File: src/rtl/apb_req_arbiter.sv
// Arbitrates NUM_REQ CSR requesters onto one APB master CSR port, one transfer at a time.
// Define APB_ARB_ROUND_ROBIN_EN for round-robin arbitration; otherwise the lowest index wins.
module apb_req_arbiter #(
   parameter int NUM_REQ    = 4,
   parameter int ADDR_WIDTH = 32,
   parameter int DATA_WIDTH = 32
) (
   input  logic                          pclk_i,
   input  logic                          prstn_i,
   input  logic [NUM_REQ-1:0]            req_i,
   input  logic [NUM_REQ-1:0]            req_write_i,
   input  logic [NUM_REQ*ADDR_WIDTH-1:0] req_addr_i,
   input  logic [NUM_REQ*DATA_WIDTH-1:0] req_wdata_i,
   output logic [NUM_REQ-1:0]            ack_o,
   output logic [DATA_WIDTH-1:0]         rdata_o,
   output logic [NUM_REQ-1:0]            grant_o,
   output logic [ADDR_WIDTH-1:0]         reg_addr_o,
   output logic [DATA_WIDTH-1:0]         reg_wdata_o,
   output logic                          reg_write_o,
   output logic                          reg_enable_o,
   input  logic                          reg_idle_i,
   input  logic [DATA_WIDTH-1:0]         reg_rdata_i,
   output logic [2:0]                    dbg_state
);

   localparam int IDXW = (NUM_REQ > 1) ? $clog2(NUM_REQ) : 1;

   typedef enum logic [2:0] {
      S_IDLE       = 3'd0,
      S_LAUNCH     = 3'd1,
      S_WAIT_START = 3'd2,
      S_WAIT_DONE  = 3'd3,
      S_RESP       = 3'd4
   } state_t;

   state_t                  state_q, state_d;
   logic [IDXW-1:0]         start_idx;
   logic [IDXW-1:0]         win_d;
   logic [NUM_REQ-1:0]      win_oh;
   logic [ADDR_WIDTH-1:0]   sel_addr;
   logic [DATA_WIDTH-1:0]   sel_wdata;
   logic                    sel_write;
   logic                    launch;

   // First set request at or after 'start', wrapping around.
   function automatic logic [IDXW-1:0] pick(input logic [NUM_REQ-1:0] req,
                                            input logic [IDXW-1:0]    start);
      logic [IDXW-1:0] w;
      logic            found;
      int              idx;
      w     = '0;
      found = 1'b0;
      for (int i = 0; i < NUM_REQ; i++) begin
         idx = (int'(start) + i) % NUM_REQ;
         if (!found && req[idx]) begin
            w     = IDXW'(idx);
            found = 1'b1;
         end
      end
      return w;
   endfunction

`ifdef APB_ARB_ROUND_ROBIN_EN
   logic [IDXW-1:0] ptr_q;
   logic [IDXW-1:0] last_q;

   // Pointer advances past the winner only once its transfer completes.
   always_ff @(posedge pclk_i or negedge prstn_i) begin
      if (!prstn_i) begin
         ptr_q  <= '0;
         last_q <= '0;
      end else begin
         if (state_q == S_IDLE && launch) last_q <= win_d;
         if (state_q == S_RESP)
            ptr_q <= (last_q == IDXW'(NUM_REQ - 1)) ? '0 : last_q + 1'b1;
      end
   end
   assign start_idx = ptr_q;
`else
   assign start_idx = '0;
`endif

   assign launch = (|req_i) && reg_idle_i;
   assign win_d  = pick(req_i, start_idx);

   always_comb begin
      win_oh    = '0;
      sel_addr  = '0;
      sel_wdata = '0;
      sel_write = 1'b0;
      for (int k = 0; k < NUM_REQ; k++) begin
         if (win_d == IDXW'(k)) begin
            win_oh[k] = 1'b1;
            sel_addr  = req_addr_i[k*ADDR_WIDTH +: ADDR_WIDTH];
            sel_wdata = req_wdata_i[k*DATA_WIDTH +: DATA_WIDTH];
            sel_write = req_write_i[k];
         end
      end
   end

   always_ff @(posedge pclk_i or negedge prstn_i) begin
      if (!prstn_i) state_q <= S_IDLE;
      else          state_q <= state_d;
   end

   always_comb begin
      state_d = state_q;
      case (state_q)
         S_IDLE:       if (launch) state_d = S_LAUNCH;
         S_LAUNCH:     state_d = S_WAIT_START;
         S_WAIT_START: if (!reg_idle_i) state_d = S_WAIT_DONE;
         S_WAIT_DONE:  if (reg_idle_i) state_d = S_RESP;
         S_RESP:       state_d = S_IDLE;
         default:      state_d = S_IDLE;
      endcase
   end

   // Transfer fields are latched once at grant and held until the next grant.
   always_ff @(posedge pclk_i or negedge prstn_i) begin
      if (!prstn_i) begin
         grant_o     <= '0;
         ack_o       <= '0;
         rdata_o     <= '0;
         reg_addr_o  <= '0;
         reg_wdata_o <= '0;
         reg_write_o <= 1'b0;
      end else begin
         ack_o <= '0;
         case (state_q)
            S_IDLE: begin
               if (launch) begin
                  grant_o     <= win_oh;
                  reg_addr_o  <= sel_addr;
                  reg_wdata_o <= sel_wdata;
                  reg_write_o <= sel_write;
               end
            end
            S_WAIT_DONE: begin
               if (reg_idle_i) begin
                  rdata_o <= reg_rdata_i;
                  ack_o   <= grant_o;
               end
            end
            S_RESP:  grant_o <= '0;
            default: ;
         endcase
      end
   end

   // The APB master is edge-triggered on enable, so this is a single-cycle pulse.
   assign reg_enable_o = (state_q == S_LAUNCH);
   assign dbg_state    = state_q;

endmodule

File: config.mk
export PLATFORM = sky130hd
export DESIGN_NAME = apb_req_arbiter
export DESIGN_NICKNAME = d
export VERILOG_FILES = /design/src/rtl/apb_req_arbiter.sv
export SDC_FILE = /design/constraint.sdc
export NUM_CORES = 1
export LEC_CHECK = 0
export BUFFER_PORTS_ARGS = -buffer_cell sky130_fd_sc_hd__buf_2
export CORE_AREA = 8 8 151 153
export CTS_BUF_LIST = sky130_fd_sc_hd__clkbuf_8
export CTS_CLUSTER_DIAMETER = 50
export DETAILED_ROUTE_END_ITERATION = 16
export DIE_AREA = 0 0 159 161
export PLACE_DENSITY_LB_ADDON = 0.1
export SLEW_MARGIN = 20
export SYNTH_ARGS = -nofsm -noshare
export SYNTH_HDL_FRONTEND = slang
export SYNTH_SLANG_ARGS = --single-unit
File: constraint.sdc
create_clock -name pclk_i -period 1.95 [get_ports pclk_i]
set_input_delay 0.0975 -clock pclk_i [delete_from_list [all_inputs] [get_ports pclk_i]]
set_output_delay 0.0975 -clock pclk_i [all_outputs]
set_load 0.005 [all_outputs]
### Word-level counts from Yosys, hierarchy flattened

Index checks and enable logic that the tools add are counted.

* register bits: 108
* bits of input ports: 299
* word-level logic and storage cells: 62

* equal/unequal tests: 10
* muxes and demuxes: 30
* reduce and logical (&&, ||, !) cells: 15

Operators with widths (count)
* $mux W32: 8
* $mux W1: 12
* $mux W4: 3
* $pmux W3 S4: 1
* $mux W3: 3
* $pmux W4 S2: 1
* $eq A3 B2 Y1 const B: 2
* $ne A2 B2 Y1 const B: 3
* $reduce_and A2 Y1: 3
* $eq A2 B2 Y1 const B: 2
* $logic_and A1 B1 Y1: 4
* $mux W2: 2
* $reduce_or A4 Y1: 1
* $eq A3 B1 Y1 const B: 1
* $eq A3 B3 Y1 const B: 1
* $logic_not A1 Y1: 3
* $logic_not A3 Y1: 1
* $reduce_and A3 Y1: 1
* $eq A2 B1 Y1 const B: 1
* $logic_not A2 Y1: 1
* $reduce_bool A2 Y1: 1

### Depth between registers and ports, before layout

* depth after elaboration: 15
* depth in mapped cells: 8
* mapped depth without buffers: 5

### Worst setup path after synthesis

Ideal clock, no wire load.

* path type: reg2reg
* from: register state_q[2] (netlist: dbg_state[2])
* to: register reg_addr_o[13]
* setup time: 128 ps
* arrival time: 1552 ps
* slack: 270 ps
* stages on the path, launching flop included: 8
* path buffers: 4
* cell sequence: dfrtp_1 buf_6 nor4b_4 o31a_1 buf_4 buf_6 buf_4 a31oi_1

* word-level cells in the longest chain between the ends: 2

RTL lines
* start, declared: RTL line 36 `state_t state_q, state_d;`
* start signal, assigned: RTL line 103 `else state_q <= state_d;`
* $logic_not A3 Y1: RTL line 129 `case (state_q)`
* $reduce_and A2 Y1 (no line)
* end signal, assigned: RTL line 133 `reg_addr_o <= sel_addr;`
* end, declared: RTL line 17 `output logic [ADDR_WIDTH-1:0] reg_addr_o,`

No other way between the ends.
A chain may end at the register's enable or synchronous reset.

### Final worst setup path

* from: register state_q[0] (netlist: dbg_state[0])
* to: register reg_wdata_o[25]

* word-level cells in the longest chain between the ends: 2

RTL lines
* $logic_not A3 Y1: RTL line 129
* $reduce_and A2 Y1 (no line)
* end signal, assigned: RTL line 134 `reg_wdata_o <= sel_wdata;`
* end, declared: RTL line 18 `output logic [DATA_WIDTH-1:0] reg_wdata_o,`

No other way between the ends.

==> results.ini <==
[pwr]
pwr-share-comb_pct=44.7
swShare_pct=39.13
p_int_mw=5.859
power.switching_mw=3.766
p_leak_nw=4.882
power_density_nw_per_um2=949.9
vdd.ir_drop.worst_uv=602.4
clkPwrFrac_pct=14.5
sequentialPowerShare_pct=40.7

[finish]
final-seq-area_sq_um=2703
finalNetCount=1597
utilization_pct=49.29
final_layout_size_suffix_gt1_share_pct=35.23
final_common_cell=buf_2
syn2layout_area_growth_pct=51.92
multi_input_area_sq_um=3578
layout_common_cells=405 x buf_2, 162 x nand2_1, 108 x dfrtp_1, 92 x dlygate4sd3_1, 74 x nor2_1
fill_cells=2126

[timing]
hold_ws_ns=0.04017
finalClockSkew_ns=0.01384
final-max-slew-violation-count=0
fin_tns_setup_ns=0
max_freq_ghz=0.5895
fin_crit_sh_pct=86.99
setup_violations=0
hold_viol_final=0
period_needed_ns=1.696
rsz0062_at_grt=false
worstMarginPinSlew_ns=1.161
slew_headroom_pct=22.46

[clock_network]
cts.sinks=108
cts_buffer_depth=2
htree_levels=3
cts-buffers-inserted=9
root_buffer=clkbuf_8
postCtsResizedCells=0
clkSlewWorstSetupHoldPaths_ns=0.13
clock_latency_ns=0.39
cts_tree=done

[die]
floorplan.initialDensity_pct=32.45
core_area_sq_um=20560
ioPinCount=408
die_width_microns=159
dieHeight_microns=161
die_area_sq_um=25600
rows=53

[yosys]
syn_avg_cell_area_sq_um=7.950
synthArstFlopShare_pct=100.0
syn-cell-area_sq_um=6670
yosys.area_share.simple_pct=27.26
synth_xor_area_share_pct=0
syn_inst=839
synth.distinct_cells=33
synth_flop_cell=dfrtp_1
synth-edff-count=0
synth_compound_area_share_pct=26.06
synth_seq_cells=108
syn_nets=1138
synthMuxAreaShare_pct=0
synth_fa_ha_area_share_pct=0
ys_seq_area_share_pct=40.52
synth_warnings=0
synth_top_family_by_area=simple AND/OR/NAND/NOR gates

[detailed_routing]
post_drt_wl_per_cell_microns=19.86
vias_per_cell=5.096
antenna_left=0
vias=8047
wirelength_microns=31360
drc=0
drt-initial-drc-count=468
first_pass_iters=5

[setup_path]
slowest_delay_ns=0.49
path_cells=nor4b_4, o31a_2, buf_12, nor2_1, a31oi_1
worst-setup-path-type=flip-flop to flip-flop
cp_max_fo=76
path_buf_inv=1
critPathRequiredTime_ns=2.26
cp-start-kind=flip-flop
critPathTopFamily=flip-flops
end_kind=flip-flop
crit_slowest_cell=dfrtp_1
arrival_ns=2.00

[global_route]
grt_first_pass_wirelength_microns=48060
overflow=0
grt_pass1_vias=8469
grt_max_degree=77
antenna_found_initial=5
grt_use_total_pct=23.38

[placement]
gp_congestion=0.8589
numPortBuffers=407
hpwl_microns=23010

[run]
drv_cap=0

[run_status]
outcome=complete, no violations

[worst_hold_path]
hold_class=primary input to flip-flop

[synth_stat cells (all sizes together) (2+ instances only)]
cell type | number | area share [%]
a21oi | 68 | 5.1
a22o | 59 | 7.7
a31oi | 59 | 5.5
a32oi | 2 | 0.26
and2 | 59 | 5.5
buf | 32 | 3.1
clkbuf | 48 | 2.7
dfrtp | 108 | 41
inv | 6 | 0.34
nand2 | 163 | 9.2
nand2b | 60 | 5.6
nor2 | 74 | 4.2
nor2b | 7 | 0.66
nor3b | 7 | 0.79
nor4b | 3 | 0.71
o21ai | 6 | 0.45
o22ai | 63 | 5.9
o31ai | 7 | 0.79
or2 | 2 | 0.19
[final timing paths]
kind                                   from               to  slack [ns]  cells after the start
max in group asynchronous           prstn_i    reg_addr_o[4]        1.17                      3
min reg2reg                     rdata_o[12]      rdata_o[12]        0.48                      2
max                            dbg_state[0]  reg_wdata_o[25]        0.25                      5
min in group asynchronous           prstn_i      rdata_o[25]        0.18                      2
max reg2reg                    dbg_state[0]  reg_wdata_o[25]        0.25                      5
min                        req_wdata_i[119]  reg_wdata_o[23]        0.04                      3
[layer usage]
| layer | track usage (%) | up-vias | part of all wire [%] |
|---|---|---|---|
| li1 | - | 3844 | - |
| met1 | 26.90 | 3786 | 39 |
| met2 | 40.38 | 361 | 49 |
| met3 | 8.526 | 48 | 9.2 |
| met4 | 6.304 | 8 | 1.9 |
| met5 | 0 | - | 0.17 |
[final cells by class]
| type | instances | share of cell area (%) |
|---|---|---|
| multi-input combinational | 645 | 35.31 |
| timing repair buffer | 528 | 32.50 |
| sequential | 108 | 26.67 |
| tap | 275 | 3.395 |
| clock buffer | 9 | 1.222 |
| clock inverter | 7 | 0.6544 |
| inverter | 6 | 0.2222 |
| antenna | 1 | 0.02469 |
[sequential cells by signal, indices dropped and copies added, names as in the netlist]
name,count
reg_addr_o,32
grant_o,4
reg_write_o,1
dbg_state,3
ack_o,4
reg_wdata_o,32
rdata_o,32
[metrics by stage]
step | cell area [sq um] | worst slack (ns) | total power [mW] | instances
2_1_floorplan | 6670 | 0.2697 | 5.954 | 839
3_3_place_gp | 9020 | 0.09638 | 8.136 | 1470
3_5_place_dp | 9020 | 0.06705 | 8.180 | 1470
4_1_cts | 10130 | 0.2330 | 9.767 | 1578
5_1_grt | 10130 | 0.1148 | 10.44 | 1579
6_report | 10130 | 0.2537 | 9.625 | 1579
[power by group through the flow]
stage | sequential [mW] | combinational, mW | clock [mW]
global route | 4.07 | 4.82 | 1.55
detailed placement | 3.94 | 4.24 | 0
finish | 3.92 | 4.31 | 1.40
global placement | 3.94 | 4.20 | 0
CTS | 3.93 | 4.37 | 1.47
floorplan | 4.00 | 1.95 | 0
[worst min-delay path: stages]
cell and delay, ns:
buf_2 0.07, o21ai_0 0.08, a21oi_1 0.14
[repair_timing]
| action | 4_1_cts | 5_1_grt |
|---|---|---|
| setup buffers | 0 | 0 |
| hold endpoints to repair | 123 | 0 |
| hold buffers | 92 | 0 |
[logic make-up (layout without fill, tap and decap cells)]
kind of cell | after synthesis | after routing
and+or+nand+nor | 379 | 379
AOI/OAI and AO/OA | 266 | 266
DFF | 108 | 108
buffers and inverters | 86 | 550
other | 0 | 1
No activity file was read; power rests on OpenSTA's default activity.
